--- src/rtl/adam_pause_seq_pkg.sv ---
// Shared ADAM types for the pause/resume sequencer and related watchdog logic.
package adam_pause_seq_pkg;

    typedef enum logic [1:0] {
        RUN      = 2'd0,
        PAUSING  = 2'd1,
        PAUSED   = 2'd2,
        RESUMING = 2'd3
    } pause_seq_state_t;

endpackage

--- src/rtl/adam_sat_counter.sv ---
// Clearable saturating up-counter; clear has priority over increment.
module adam_sat_counter #(
    parameter int WIDTH = 16
) (
    input  logic             clk,
    input  logic             rst,
    input  logic             clr,
    input  logic             inc,
    output logic [WIDTH-1:0] cnt
);

    logic [WIDTH-1:0] cnt_q;
    logic [WIDTH-1:0] cnt_d;

    always_comb begin
        cnt_d = cnt_q;
        if (clr) begin
            cnt_d = '0;
        end else if (inc && (cnt_q != '1)) begin
            cnt_d = cnt_q + WIDTH'(1);
        end
    end

    always_ff @(posedge clk) begin
        if (rst) begin
            cnt_q <= '0;
        end else begin
            cnt_q <= cnt_d;
        end
    end

    assign cnt = cnt_q;

endmodule

--- src/rtl/adam_pause_seq.sv ---
// Ordered pause/resume sequencer: ascending domain order on pause, descending on resume.
// state    | meaning
// RUN      | idle, no domain requested, pause_ack low
// PAUSING  | raising requests on domain idx, one at a time
// PAUSED   | every unmasked domain acked, pause_ack high
// RESUMING | dropping requests on domain idx-1, one at a time
module adam_pause_seq
    import adam_pause_seq_pkg::*;
#(
    parameter int NO_DOMAINS = 2,
    parameter int TO_WIDTH   = 16,
    parameter int IDX_WIDTH  = $clog2(NO_DOMAINS + 1)
) (
    input  logic                  clk,
    input  logic                  rst,
    input  logic                  pause_req,
    output logic                  pause_ack,
    output logic [NO_DOMAINS-1:0] dom_pause_req,
    input  logic [NO_DOMAINS-1:0] dom_pause_ack,
    input  logic [NO_DOMAINS-1:0] dom_mask,
    input  logic [TO_WIDTH-1:0]   to_cycles,
    input  logic                  err_clr,
    output logic                  err,
    output logic [IDX_WIDTH-1:0]  err_idx
);

    pause_seq_state_t      state_q, state_d;
    logic [IDX_WIDTH-1:0]  idx_q, idx_d;
    logic                  pause_ack_q, pause_ack_d;
    logic [NO_DOMAINS-1:0] dom_pause_req_q, dom_pause_req_d;
    logic                  err_q, err_d;
    logic [IDX_WIDTH-1:0]  err_idx_q, err_idx_d;

    logic [IDX_WIDTH-1:0]  act_idx;
    logic [NO_DOMAINS-1:0] act_sel;
    logic                  act_mask, act_req, act_ack;
    logic                  idx_at_top, idx_zero;
    logic                  waiting, to_hit, cnt_clr;
    logic [TO_WIDTH-1:0]   to_cnt;

    assign idx_at_top = (idx_q == IDX_WIDTH'(NO_DOMAINS));
    assign idx_zero   = (idx_q == '0);
    assign act_idx    = (state_q == RESUMING) ? idx_q - IDX_WIDTH'(1) : idx_q;

    // Out-of-range act_idx (idx==NO_DOMAINS, or idx-1 wrapping) selects nothing.
    always_comb begin
        act_sel  = '0;
        act_mask = 1'b0;
        act_req  = 1'b0;
        act_ack  = 1'b0;
        for (int i = 0; i < NO_DOMAINS; i++) begin
            if (act_idx == IDX_WIDTH'(i)) begin
                act_sel[i] = 1'b1;
                act_mask   = dom_mask[i];
                act_req    = dom_pause_req_q[i];
                act_ack    = dom_pause_ack[i];
            end
        end
    end

    always_comb begin
        state_d         = state_q;
        idx_d           = idx_q;
        pause_ack_d     = pause_ack_q;
        dom_pause_req_d = dom_pause_req_q;
        waiting         = 1'b0;
        case (state_q)
            RUN: begin
                if (pause_req) begin
                    state_d = PAUSING;
                    idx_d   = '0;
                end
            end
            PAUSING: begin
                if (!pause_req) begin
                    state_d = RESUMING;
                    idx_d   = idx_q + IDX_WIDTH'(act_req);
                end else if (idx_at_top) begin
                    state_d     = PAUSED;
                    pause_ack_d = 1'b1;
                end else if (act_mask) begin
                    idx_d = idx_q + IDX_WIDTH'(1);
                end else if (!act_req) begin
                    dom_pause_req_d = dom_pause_req_q | act_sel;
                end else if (act_ack) begin
                    idx_d = idx_q + IDX_WIDTH'(1);
                end else begin
                    waiting = 1'b1;
                end
            end
            PAUSED: begin
                if (!pause_req) begin
                    state_d = RESUMING;
                end
            end
            RESUMING: begin
                if (idx_zero) begin
                    state_d     = RUN;
                    pause_ack_d = 1'b0;
                end else if (pause_req) begin
                    state_d = PAUSING;
                    idx_d   = idx_q - IDX_WIDTH'(1);
                end else if (act_mask || (!act_req && !act_ack)) begin
                    idx_d = idx_q - IDX_WIDTH'(1);
                end else if (act_req) begin
                    dom_pause_req_d = dom_pause_req_q & ~act_sel;
                end else begin
                    waiting = 1'b1;
                end
            end
            default: state_d = RUN;
        endcase
    end

    assign cnt_clr = (idx_d != idx_q) || (state_d != state_q);

    adam_sat_counter #(.WIDTH(TO_WIDTH)) u_to_cnt (
        .clk (clk),
        .rst (rst),
        .clr (cnt_clr),
        .inc (waiting),
        .cnt (to_cnt)
    );

    // A timeout arriving together with err_clr keeps the flag set.
    assign to_hit = (to_cycles != '0) && (to_cnt == to_cycles) && !err_q
                    && ((state_q == PAUSING) || (state_q == RESUMING));

    always_comb begin
        err_d     = err_q;
        err_idx_d = err_idx_q;
        if (to_hit) begin
            err_d     = 1'b1;
            err_idx_d = act_idx;
        end else if (err_clr) begin
            err_d     = 1'b0;
            err_idx_d = '0;
        end
    end

    always_ff @(posedge clk) begin
        if (rst) begin
            state_q         <= RUN;
            idx_q           <= '0;
            pause_ack_q     <= 1'b0;
            dom_pause_req_q <= '0;
            err_q           <= 1'b0;
            err_idx_q       <= '0;
        end else begin
            state_q         <= state_d;
            idx_q           <= idx_d;
            pause_ack_q     <= pause_ack_d;
            dom_pause_req_q <= dom_pause_req_d;
            err_q           <= err_d;
            err_idx_q       <= err_idx_d;
        end
    end

    assign pause_ack     = pause_ack_q;
    assign dom_pause_req = dom_pause_req_q;
    assign err           = err_q;
    assign err_idx       = err_idx_q;

endmodule

--- config.mk ---
export PLATFORM = sky130hd
export DESIGN_NAME = adam_pause_seq
export DESIGN_NICKNAME = d
export VERILOG_FILES = /design/src/rtl/adam_pause_seq_pkg.sv /design/src/rtl/adam_sat_counter.sv /design/src/rtl/adam_pause_seq.sv
export SDC_FILE = /design/constraint.sdc
export NUM_CORES = 1
export LEC_CHECK = 0
export BUFFER_PORTS_ARGS = -buffer_cell sky130_fd_sc_hd__clkbuf_2
export CORE_ASPECT_RATIO = 0.9
export CORE_UTILIZATION = 57
export DETAILED_ROUTE_END_ITERATION = 10
export HOLD_SLACK_MARGIN = 0.06
export PLACE_DENSITY = 0.92
export SLEW_MARGIN = 20
export SYNTH_ARGS = -nofsm -noshare
export SYNTH_HDL_FRONTEND = slang
export SYNTH_SLANG_ARGS = --single-unit
--- constraint.sdc ---
create_clock -name clk -period 4.17 [get_ports clk]
set_input_delay 0 -clock clk [delete_from_list [all_inputs] [get_ports clk]]
set_output_delay 0 -clock clk [all_outputs]
set_load 0.01 [all_outputs]
; Word level (Yosys, flattened, before mapping)
; Cells that the tools add are included.
[classes]
reduce_logical = 20
mux = 52
n_eq_ne = 19
add_sub_neg = 4
bitwise = 3
[op_table]
columns = operator, n
row1 = 2-bit two-way mux, 25
row2 = 1-bit two-way mux, 22
row3 = 2-bit != test (second input constant), 10
row4 = 16-bit by 1-bit adder with 16-bit output (second input constant), 1
row5 = 16-bit == test, 1
row6 = 16-bit != test (second input constant), 1
row7 = 16-bit nonzero test, 1
row8 = 9-bit AND reduction, 1
row9 = 2-bit one-hot mux with 4 select lines, 1
row10 = 2-bit == test (second input constant), 3
row11 = 2-bit logical NOT, 3
row12 = 2-bit one-hot mux with 3 select lines, 1
row13 = 1-bit logical AND, 5
row14 = 2-bit by 1-bit == test with 1-bit output (second input constant), 2
row15 = 2-bit != test, 2
row16 = 1-bit one-hot mux with 2 select lines, 2
row17 = 2-bit one-hot mux with 2 select lines, 1
row18 = 4-bit AND reduction, 1
row19 = 2-bit nonzero test, 2
row20 = 1-bit logical NOT, 3
row21 = 1-bit logical OR, 3
row22 = 2-bit by 1-bit adder with 2-bit output, 1
row23 = 2-bit by 1-bit adder with 2-bit output (second input constant), 1
row24 = 2-bit AND, 1
row25 = other kinds (4), 4
[totals]
elab_cells = 105
input_bits = 24
regBits = 26
out_inout_bits = 6

; Logic depth before layout (Yosys ltp)
; Gate-level depths: netlist of the first run.
[logic_depth]
depth_word = 15
depth_mapped = 14
depth_no_buf = 12

; Hierarchy
; A second synthesis of the first run with hierarchy kept.
[unflattened]
cells_unflattened = 254
hier_area_um2 = 2062.0
[modules_own_cells]
columns = mod, n_inst, area_per_inst_um2, cells_per_inst, seq_area_each_um2
row1 = adam_pause_seq, 1, 1144.8, 152, 200.2
row2 = adam_sat_counter, 1, 917.1, 102, 320.3

; Worst setup path before layout of the first run
; Ideal clock, no wire load.
[synth_timing]
path_kind = register to register
from = register idx_q[0]
to = register u_to_cnt.cnt_q[0] (netlist: u_to_cnt.cnt[0])
setup_time_ns = 0.117
slack_ns = 1.146
arrival_ns = 2.907
required_time_ns = 4.053
path_stages_with_launch = 14
synth_period_minus_slack_ns = 3.024
path_buffers = 2
path_cell_list = dfxtp_1 > buf_2 > inv_1 > ha_1 > nand4_1 > o31ai_4 > a22o_4 > ha_1 > o21a_1 > a2111oi_0 > a211oi_1 > nand2_1 > buf_2 > nor2_1
[synth_via]
elab_chain_len = 15
word_cells_on_any_way = 47
classes_between = 3 x add/sub / 4 x eq/ne / 31 x mux / 9 x reduce/logical
[synth_lines]
columns = element, line
row1 = "start, declared", adam_pause_seq.sv:28  ; logic [IDX_WIDTH-1:0] idx_q, idx_d;
row2 = "start signal, assigned", adam_pause_seq.sv:151  ; idx_q <= idx_d;
row3 = 2-bit by 1-bit subtractor with 2-bit output, "adam_pause_seq.sv:43, adam_pause_seq.sv:102, adam_pause_seq.sv:104"
row4 = 2-bit two-way mux, adam_pause_seq.sv:43  ; assign act_idx = (state_q == RESUMING) ? idx_q - IDX_WIDTH'(1) : idx_q;
row5 = 2-bit logical NOT, adam_pause_seq.sv:52  ; if (act_idx == IDX_WIDTH'(i)) begin
row6 = 1-bit two-way mux (2 in series), adam_pause_seq.sv:52
row7 = 1-bit logical NOT, adam_pause_seq.sv:103  ; end else if (act_mask || (!act_req && !act_ack)) begin
row8 = 1-bit logical AND, adam_pause_seq.sv:103
row9 = 1-bit logical OR, adam_pause_seq.sv:103
row10 = 2-bit two-way mux, adam_pause_seq.sv:103
row11 = 2-bit two-way mux, adam_pause_seq.sv:100  ; end else if (pause_req) begin
row12 = 2-bit two-way mux, adam_pause_seq.sv:97  ; if (idx_zero) begin
row13 = 2-bit one-hot mux with 3 select lines, adam_pause_seq.sv:67  ; case (state_q)
row14 = 2-bit != test, adam_pause_seq.sv:115  ; assign cnt_clr = (idx_d != idx_q) || (state_d != state_q);
row15 = 1-bit logical OR, adam_pause_seq.sv:115
row16 = 2-bit OR reduction (no line), --
row17 = "end signal, assigned", adam_sat_counter.sv:28  ; cnt_q <= cnt_d;
row18 = "end, declared", adam_sat_counter.sv:12  ; logic [WIDTH-1:0] cnt_q;
; Several ways; a longest one is shown, not always the timed one.
; A chain may end at the register's enable or synchronous reset.

; Worst setup path in the final report of the first run
[layout_timing]
from = register idx_q[0]
to = register u_to_cnt.cnt_q[9] (netlist: u_to_cnt.cnt[9])
; Same word-level chain as after synthesis.

==> impl_results.md, run 1 <==
* Status: completed
* Area growth syn-to-layout at 10.33%
* Layout cells sized above 1 at between 10% and 20%
* Hold Fails Final Rpt at 0
* I/O Pins at 30
* R2r setup slk at 0.49 ns
* Relative slew margins at slightly above 50%
* First-pass GRT wire length at approximately 9000 um
* Pint at 0.4358 mW
* Final Wtd Congestion at 0.9229
* Top FF cell, synth: dfxtp_1
* Detailed placer's ending HPWL at between 3000 and 4000 um
* Standard-cell rows at 20
* #FFs+latches synth at 26
* Worst hold slack at between 0.2 and 0.25 ns
* CTS resizes at 0
* Vias per std cell at about 6.5
* # clock sinks at 26
* Leakage power at around 0.7 nW
* Worst-Skew Late Latency at roughly 0.28 ns
* Final period util at 88.31%
* Initial antenna violation count at 0
* Residual DRC at 0
* Register area share after synthesis at 25.57%
* Post-synth ARST share at 0%
* Count leader, synth: nor2_1
* Hold Path Stages at 5
* Core Box Area at ~3400 um2
* H-tree depth at 1
* Detail Route Antenna Nets at 0
* Bufs on Longest Clock Path at 2
* Die ar. at between 3000 and 4000 um2
* Syn Area/Cell at 7.770 um2
* GRT Overall Usage at 29.72%
* Post-synth top area share at 25.57%
* Largest net degree at the start of global routing at 21
* Post-route setup slack at between 0.4 and 0.5 ns
* Vert. Die Dim at 58.70 um
* CTS tree: built
* Initial drt markers at ~280
* Power per Cell Area at approximately 270 nW/um2
* 1st-pass router iterations at 4
* Grt total ovfl at 0
* Mapped Cells at 262
* R2R depth at 12
* Critical Path RT at approximately 4.4 ns
* Synthesis Warnings at 0
* CTS Buf Count at 3
* Final Total Pwr at between 0.6 and 0.7 mW
* Vias in the first global route at approximately 1900
* Initial Util at between 50% and 60%
* Yosys top cell by area: dfxtp_1
* Via count at ~2100
* Max FO, Critical Path at 15
* Clock power frac at between 30% and 40%
* Post-synth EDFFs at 0
* Combinational power share at 21.6%
* Slew Viols, Final at 0
* Max-Cap Viols at 0
* HP Class: in2reg
* Setup CP Type: reg2reg
* Final #Nets at slightly above 300
* Sw Share at slightly below 30%
* Worst EP arrival at 3.88 ns
* Post-Route WL at between 5000 and 6000 um
* Post-Place Worst Slack at ~0.7 ns
* Layout Utilization at about two thirds
* Sequential share of power at 44.1%
* Setup-failing EPs final at 0
* CP Capture Type: flip-flop
* Setup TNS at 0 ns
* Switch Pwr at approximately 0.18 mW
* Synth area leaders: dfxtp_1, xnor2_1, a21oi_1, nor2_1, nand4_1
* I/O Buffers at 29
* Worst IR Drop VDD at between 0.00015 and 0.0002 V
* Antenna diode count at 0
* DIE WIDTH at between 60 and 70 um
* Synthesized net count at 290
* Synth Cell Area at 2036 um2
* # fillers at between 200 and 300
* Tmin final at roughly 3.7 ns
* Skew final at 0.01058 ns
* Most frequent cells after synthesis: nor2_1, dfxtp_1, a21oi_1
* Startpoint Class: flip-flop
* Tightest Pin Transition at ~0.73 ns
* RSZ-0062 raised after global routing: no
* Post-synth cell types at 57
* Worst-path clk slew at 0.10 ns
* Max Clk Rate at approximately 270 MHz
* Routed len/inst at approximately 16 um
* Root buf cell: clkbuf_8
## per-layer routing
layer  up-vias  GRT usage (%)  wire length, um
met5         -              0                0
met4         0          11.11              127
met3        20          3.682              359
met2       100          49.40             2479
met1       980          39.45             2400
li1       1020              -                -
## path summary, 6_finish.rpt
| check | startpoint | to |
|---|---|---|
| setup / recovery | idx_q[0] | u_to_cnt.cnt[9] |
| setup reg to reg | idx_q[0] | u_to_cnt.cnt[9] |
| hold reg to reg | pause_ack | pause_ack |
| hold / removal | to_cycles[11] | err |
## critical path, cell delays in order (launching register included)
cell and delay (ns):
dfxtp_1 0.62, inv_1 0.22, ha_1 0.44, nand4_1 0.20, o31ai_4 0.13, a22o_4 0.31, ha_1 0.32, inv_1 0.07
a21oi_1 0.22, a2111oi_0 0.10, a211oi_1 0.32, nand2_1 0.40, a21oi_1 0.23
## cell usage in the layout, fill, tap and decap left out, drive strengths merged, types with 5 or more instances in the layout
| cell type | instances |
|---|---|
| a21oi | 22 |
| clkbuf | 32 |
| dfxtp | 26 |
| inv | 9 |
| nand2 | 18 |
| nand2b | 5 |
| nand3 | 10 |
| nand4 | 13 |
| nor2 | 27 |
| nor3 | 5 |
| nor4 | 8 |
| o21ai | 14 |
| or3 | 9 |
| or4 | 6 |
| xnor2 | 17 |
| xor2 | 5 |
## cell type report
class | instances | area, um2 | share of cell area [%]
Clock inverter | 1 | 30.03 | 1.337
Multi-Input combinational cell | 211 | 1390 | 61.89
Timing Repair Buffer | 32 | 175.2 | 7.799
Clock buffer | 3 | 41.29 | 1.838
Sequential cell | 26 | 520.5 | 23.18
Tap cell | 44 | 55.05 | 2.451
Inverter | 9 | 33.78 | 1.504
## state kept, by name (all words and copies together) (netlist names), named ones only
name,cells
state_q,2
idx_q,2
err_idx,2
err,1
pause_ack,1
u_to_cnt.cnt,16
## power groups by stage
stage / registers (mW) / logic [mW] / clock network (mW)
final: 0.270 / 0.133 / 0.210
after global routing: 0.271 / 0.144 / 0.219
after CTS: 0.269 / 0.130 / 0.211
after detailed placement: 0.275 / 0.127 / 0
after global placement: 0.274 / 0.122 / 0
after floorplan: 0.261 / 0.108 / 0
## logic make-up after synthesis
kind of cell    count (synthesis)  share of synthesized area, %
compound gates                 70                         25.08
simple gates                  111                         29.26
flops                          26                         25.57
buf+inv                        25                         6.146
fa+ha+maj                       4                         2.459
mux                             4                         2.028
xor+xnor                       22                         9.465
## metrics by stage
| step | cells | area [um2] |
|---|---|---|
| 2_1_floorplan | 262 | 2036 |
| 3_3_place_gp | 319 | 2145 |
| 3_5_place_dp | 319 | 2145 |
| 4_1_cts | 326 | 2246 |
| 5_1_grt | 326 | 2246 |
| 6_report | 326 | 2246 |
## what timing repair did
| item | in CTS | in global routing |
|---|---|---|
| hold endpoints to repair | 4 | 0 |
| buffers inserted | 0 | 0 |
| hold buffers | 3 | 0 |
Note: power is estimated with default switching activity, not from simulation.
==> inputs of run 2 (changes only) <==
- SYNTH_HIERARCHICAL: unset -> 1
==> impl_results.md, run 2 <==
* Hold Fails Final Rpt at 0
* Vias in the first global route at about 1900
* Multi-input gate area at 1426 um2
* Final Wtd Congestion at roughly 0.95
* Standard-cell rows at 20
* Largest net degree at the start of global routing at 19
* Worst EP arrival at a little over 4 ns
* Most frequent cells in the layout: clkbuf_2, dfxtp_1, nand2_1
* Top FF cell, synth: dfxtp_1
* Number of flip-flops in the largest register at 16
* Synthesis Warnings at 6
* Via count at approximately 2100
* GRT Overall Usage at 26.51%
* Largest family of logic cells by synthesized area: simple AND/OR/NAND/NOR gates
* Combinational power share at approximately 27%
* Worst-path clk slew at 0.10 ns
* Final period util at between 90% and 100%
* Initial antenna violation count at 0
* Core Box Area at roughly 3400 um2
* HP Class: in2reg
* CTS tree: built
* Post-synthesis mux area share at 4.915%
* Max Clk Rate at approximately 260 MHz
* Startpoint Class: flip-flop
* FF/Latch Area at around 520 um2
* Count leader, synth: dfxtp_1
* Worst-Skew Late Latency at 0.28 ns
* Adder-Cell Fraction of Synth Area at 2.427%
* Simple-gate area share of the yosys netlist at 27.37%
* 1st-pass router iterations at 4
* Max-Cap Viols at 0
* Root buf cell: clkbuf_8
* Status: completed
* Worst reg2reg endpoint: u_to_cnt/cnt[3]
* Post-Synth XOR/XNOR Area at around 7.6%
* First-pass GRT wire length at 7969 um
* #FFs+latches synth at 26
* Layout cells sized above 1 at roughly a fifth
* WL met2 at around 2200 um
* Critical Path RT at 4.39 ns
* Die ar. at 3863 um2
* Hold path startpoint: rst
* # clock sinks at 26
* Most frequent cells after synthesis: dfxtp_1, nand2_1, a21oi_1
* Synth Cell Area at between 2000 and 2500 um2
* Sequential share of power at about two fifths
* CTS Buf Count at 3
* Post-synth EDFFs at 0
* Tightest Pin Transition at 0.5111 ns
* Vert. Die Dim at ~60 um
* Slew Viols, Final at 0
* Post-synth ARST share at 0%
* R2r setup slk at between 0.3 and 0.4 ns
* R2R depth at 14
* Leakage power at between 0.8 and 0.9 nW
* Setup TNS at 0 ns
* Antenna diode count at 0
* Clock power frac at 32.6%
* # fillers at around 270
* Placed inst area at approximately 2200 um2
* Max FO, Critical Path at 8
* Final Total Pwr at around 0.64 mW
* Synthesized net count at 282
* Initial Util at 60.15%
* Vias per std cell at 6.433
* Setup-failing EPs final at 0
* Crit. Startpoint: idx_q[0]
* Switch Pwr at ~0.19 mW
* Post-Route WL at ~5000 um
* Detail Route Antenna Nets at 0
* Skew final at roughly 0.018 ns
* Post-synth top area share at roughly 25%
* Tmin final at 3.863 ns
* Final non-filler cell area at between 2000 and 2500 um2
* Register area share after synthesis at between 20% and 30%
* RSZ-0062 raised after global routing: no
* Crit path to: u_to_cnt/cnt[3]
* Power per Cell Area at ~280 nW/um2
* Final #Nets at roughly 310
* Met1 wire length at around 2300 um
* Residual DRC at 0
* RR Startpoint: idx_q[0]
* Mapped Cells at approximately 250
* Synth Area in Compound Gates at a little over a quarter
* Area growth syn-to-layout at 11.17%
* CP Capture Type: flip-flop
* Most common cell after layout, fill and taps aside: clkbuf_2
* Sw Share at around 29%
* I/O Buffers at 29
* Relative slew margins at between 60% and 70%
* Pint at 0.4494 mW
* Setup CP Type: reg2reg
* Synth area leaders: dfxtp_1, xnor2_1, nand2_1, a21oi_1, mux2i_1
* Detailed placer's ending HPWL at around 3900 um
* H-tree depth at 1
* Worst IR Drop VDD at around 0.00021 V
* Initial drt markers at ~220
* Post-synth cell types at 55
* Syn Area/Cell at slightly above 8 um2
* Max layer used: met4
* Met3 wire length at between 400 and 500 um
* Routed len/inst at roughly 16 um
* Grt total ovfl at 0
* DIE WIDTH at 65.40 um
* Yosys top cell by area: dfxtp_1
* Bufs on Longest Clock Path at 2
* I/O Pins at 30
[run 2: repair_timing]
action | in CTS | in global routing
setup endpoints to repair | 0 | 2
gates resized for setup | 0 | 1
setup buffers | 0 | 0
hold buffers | 1 | 0
endpoints found under the hold margin | 3 | 0
[run 2: worst min path at each step]
stage | endpoint | slack, ns | cells past startpoint
after floorplan | u_to_cnt/cnt[0] | 0.18 | 2
after global placement | err | 0.29 | 3
after detailed placement | err | 0.31 | 3
after CTS | idx_q[0] | 0.09 | 2
after global routing | idx_q[0] | 0.13 | 2
final | idx_q[0] | 0.11 | 2
[run 2: power by group through the flow]
| stage | combinational [mW] | sequential (mW) | clock, mW |
|---|---|---|---|
| after floorplan | 0.123 | 0.262 | 0 |
| after global placement | 0.164 | 0.262 | 0 |
| after detailed placement | 0.166 | 0.262 | 0 |
| after CTS | 0.167 | 0.256 | 0.212 |
| after global routing | 0.188 | 0.257 | 0.221 |
| final | 0.172 | 0.256 | 0.208 |
[run 2: cell families (layout without fill, tap and decap cells)]
kind of cell,Yosys count,after routing
simple gates,97,97
xor+xnor,18,18
flops,26,26
buf+inv,22,47
mux,10,10
fa+ha+maj,4,4
compound gates,77,77
[run 2: final cells by class]
| type | count | share of cell area (%) |
|---|---|---|
| clock buffer | 3 | 1.801 |
| sequential | 26 | 22.71 |
| tap | 44 | 2.402 |
| multi-input combinational | 206 | 62.23 |
| clock inverter | 1 | 1.310 |
| timing repair buffer | 34 | 8.079 |
| inverter | 9 | 1.474 |
[run 2: layer usage]
layer | track usage [%] | vias up
met1 | 36.20 | 942
met3 | 5.192 | 7
met2 | 42.56 | 111
li1 | - | 1018
met5 | 0 | -
met4 | 7.453 | 0
[run 2: through the flow]
step / utilization [%] / hold WS [ns] / std cells / setup slack, ns
2_1_floorplan: - / 0.1794 / 254 / 0.5304
6_report: 66.86 / 0.1145 / 323 / 0.3073
4_1_cts: 66.79 / 0.09114 / 323 / 0.2337
3_3_place_gp: 64.42 / 0.2899 / 318 / 0.5367
5_1_grt: 66.86 / 0.1252 / 323 / 0.1190
3_5_place_dp: 64.42 / 0.3142 / 318 / 0.2396
[run 2: critical path: stages (launching register included)]
cell and delay [ns]:
dfxtp_1 0.34, inv_1 0.10, ha_1 0.39, and3_4 0.23, mux2_2 0.30, a21oi_1 0.29
inv_1 0.13, ha_1 0.31, o21ai_0 0.12, nor3_1 0.28, a211o_1 0.17, o2111ai_1 0.24
or2_1 0.43, a2111o_1 0.38, o21ai_1 0.08
==> inputs of run 3 (changes only) <==
- HOLD_SLACK_MARGIN: 0.06 -> unset
- PLACE_DENSITY: 0.92 -> 0.79
==> impl_results.md, run 3 (synthesized netlist as in run 2, its figures left out) <==
* Via count at about 2000
* Final #Nets at around 310
* RR Startpoint: idx_q[0]
* Bufs on Longest Clock Path at 2
* CP max-delay cell: or2_1
* Max Clk Rate at between 200 and 300 MHz
* Detailed placer's ending HPWL at 3805 um
* H-tree depth at 1
* Number of flip-flops in the largest register at 16
* Setup Fix Bufs, Post-CTS at 0
* Hold Fails Final Rpt at 0
* CP Capture Type: flip-flop
* Die ar. at 3863 um2
* R2r setup slk at approximately 0.4 ns
* I/O Pins at 30
* Standard-cell rows at 20
* Clock power frac at around a third
* Worst-Skew Late Latency at between 0.2 and 0.3 ns
* Largest net degree at the start of global routing at 19
* Relative slew margins at ~68%
* Status: completed
* Crit path cell chain: inv_1 -> ha_1 -> and3_4 -> mux2_2 -> a21oi_1 -> inv_1 -> ha_1 -> o21ai_0 -> nor3_1 -> a211o_1 -> o2111ai_1 -> or2_1 -> or3_1 -> o21ai_0
* Startpoint Class: flip-flop
* Most frequent cells in the layout: clkbuf_2, dfxtp_1, nand2_1
* Leakage power at 0.8609 nW
* I/O Buffers at 29
* Area growth syn-to-layout at 10.68%
* Slew Viols, Final at 0
* CTS Buf Count at 3
* Root buf cell: clkbuf_8
* Grt total ovfl at 0
* CTS tree: built
* Vias per std cell at roughly 6.3
* Setup CP Type: reg2reg
* GRT Overall Usage at between 20% and 30%
* Post-Place Worst Slack at ~0.38 ns
* Detail Route Antenna Nets at 0
* Combinational power share at between 20% and 30%
* Worst-path clk slew at ~0.10 ns
* First-pass GRT wire length at between 8000 and 9000 um
* 1st-pass router iterations at 4
* Vias in the first global route at between 1500 and 2000
* Residual DRC at 0
* Hold path startpoint: err_clr
* Skew final at about 0.012 ns
* Crit. Startpoint: idx_q[0]
* Sequential share of power at 40.4%
* Vert. Die Dim at around 59 um
* Setup-failing EPs final at 0
* Critical Path RT at about 4.4 ns
* Setup TNS at 0 ns
* Sw Share at roughly 29%
* Max FO, Critical Path at 8
* Power per Cell Area at ~280 nW/um2
* # clock sinks at 26
* Most common cell after layout, fill and taps aside: clkbuf_2
* HP Class: in2reg
* Switch Pwr at ~0.19 mW
* Layout cells sized above 1 at between 10% and 20%
* Final period util at about nine tenths
* Worst EP arrival at a little under 4 ns
* RSZ-0062 raised after global routing: no
* Routed len/inst at ~15 um
* Worst IR Drop VDD at approximately 0.00018 V
* Slowest stage delay, CP at between 0.4 and 0.5 ns
* Tmin final at 3.773 ns
* Pint at ~0.45 mW
* Antenna diode count at 0
* Post-Route WL at 4933 um
* Max-Cap Viols at 0
* Tightest Pin Transition at 0.4790 ns
* Initial Util at 60.15%
* Core Box Area at about 3400 um2
* Initial antenna violation count at 0
* DIE WIDTH at 65.40 um
* Initial drt markers at about 150
* Post-route setup slack at around 0.40 ns
* Final Wtd Congestion at about 0.94
## run 3: metrics by stage
step / cells / total power [mW] / cell area [um2] / utilization (%) / hold slack, ns
2_1_floorplan: 254 / 0.3847 / 2062 / - / 0.1794
3_3_place_gp: 318 / 0.4282 / 2208 / 64.42 / 0.2933
3_5_place_dp: 318 / 0.4278 / 2208 / 64.42 / 0.3002
4_1_cts: 322 / 0.6362 / 2280 / 66.50 / 0.01859
5_1_grt: 322 / 0.6733 / 2282 / 66.57 / 0.03087
6_report: 322 / 0.6338 / 2282 / 66.57 / 0.02468
## run 3: cell type report
| class | count | area [um2] |
|---|---|---|
| multi-input cells | 206 | 1426 |
| flip-flops and latches | 26 | 520.5 |
| inverters | 9 | 33.78 |
| well taps | 44 | 55.05 |
| clock inverters | 1 | 30.03 |
| clock buffers | 3 | 41.29 |
| repair buffers | 33 | 175.2 |
| fillers | 299 | 1146 |
## run 3: critical path, delay by kind of cell (launching register included)
| family | cells | cell delay, ns |
|---|---|---|
| AO/OA/AOI/OAI | 5 | 0.83 |
| adder cells (fa/ha/maj) | 2 | 0.69 |
| buffers and inverters | 2 | 0.22 |
| flip-flops | 1 | 0.34 |
| multiplexers | 1 | 0.30 |
| AND/OR/NAND/NOR | 4 | 1.30 |
## run 3: power by group through the flow
stage | Combinational, mW | Clock [mW] | Sequential, mW
2_1_floorplan | 0.123 | 0 | 0.262
3_3_place_gp | 0.166 | 0 | 0.262
3_5_place_dp | 0.166 | 0 | 0.262
4_1_cts | 0.167 | 0.213 | 0.256
5_1_grt | 0.187 | 0.229 | 0.257
6_report | 0.171 | 0.207 | 0.256
## run 3: path summary, 6_finish.rpt
check                     to  depth (start not counted)
min               err_idx[0]                          3
max          u_to_cnt/cnt[7]                         14
max reg2reg  u_to_cnt/cnt[7]                         14
min reg2reg       err_idx[0]                          2
## run 3: repair_timing
action                                  4_1_cts  5_1_grt
resized for setup                             0        1
hold buffers                                  0        0
endpoints found under the setup margin        0        3
## run 3: routing by layer
metal	up-vias	global-route usage, %	share of wire [%]
li1	1022	-	-
met1	922	41.25	50
met2	81	39.62	41
met3	6	7.308	8.7
met4	0	6.211	0.83
met5	-	0	0
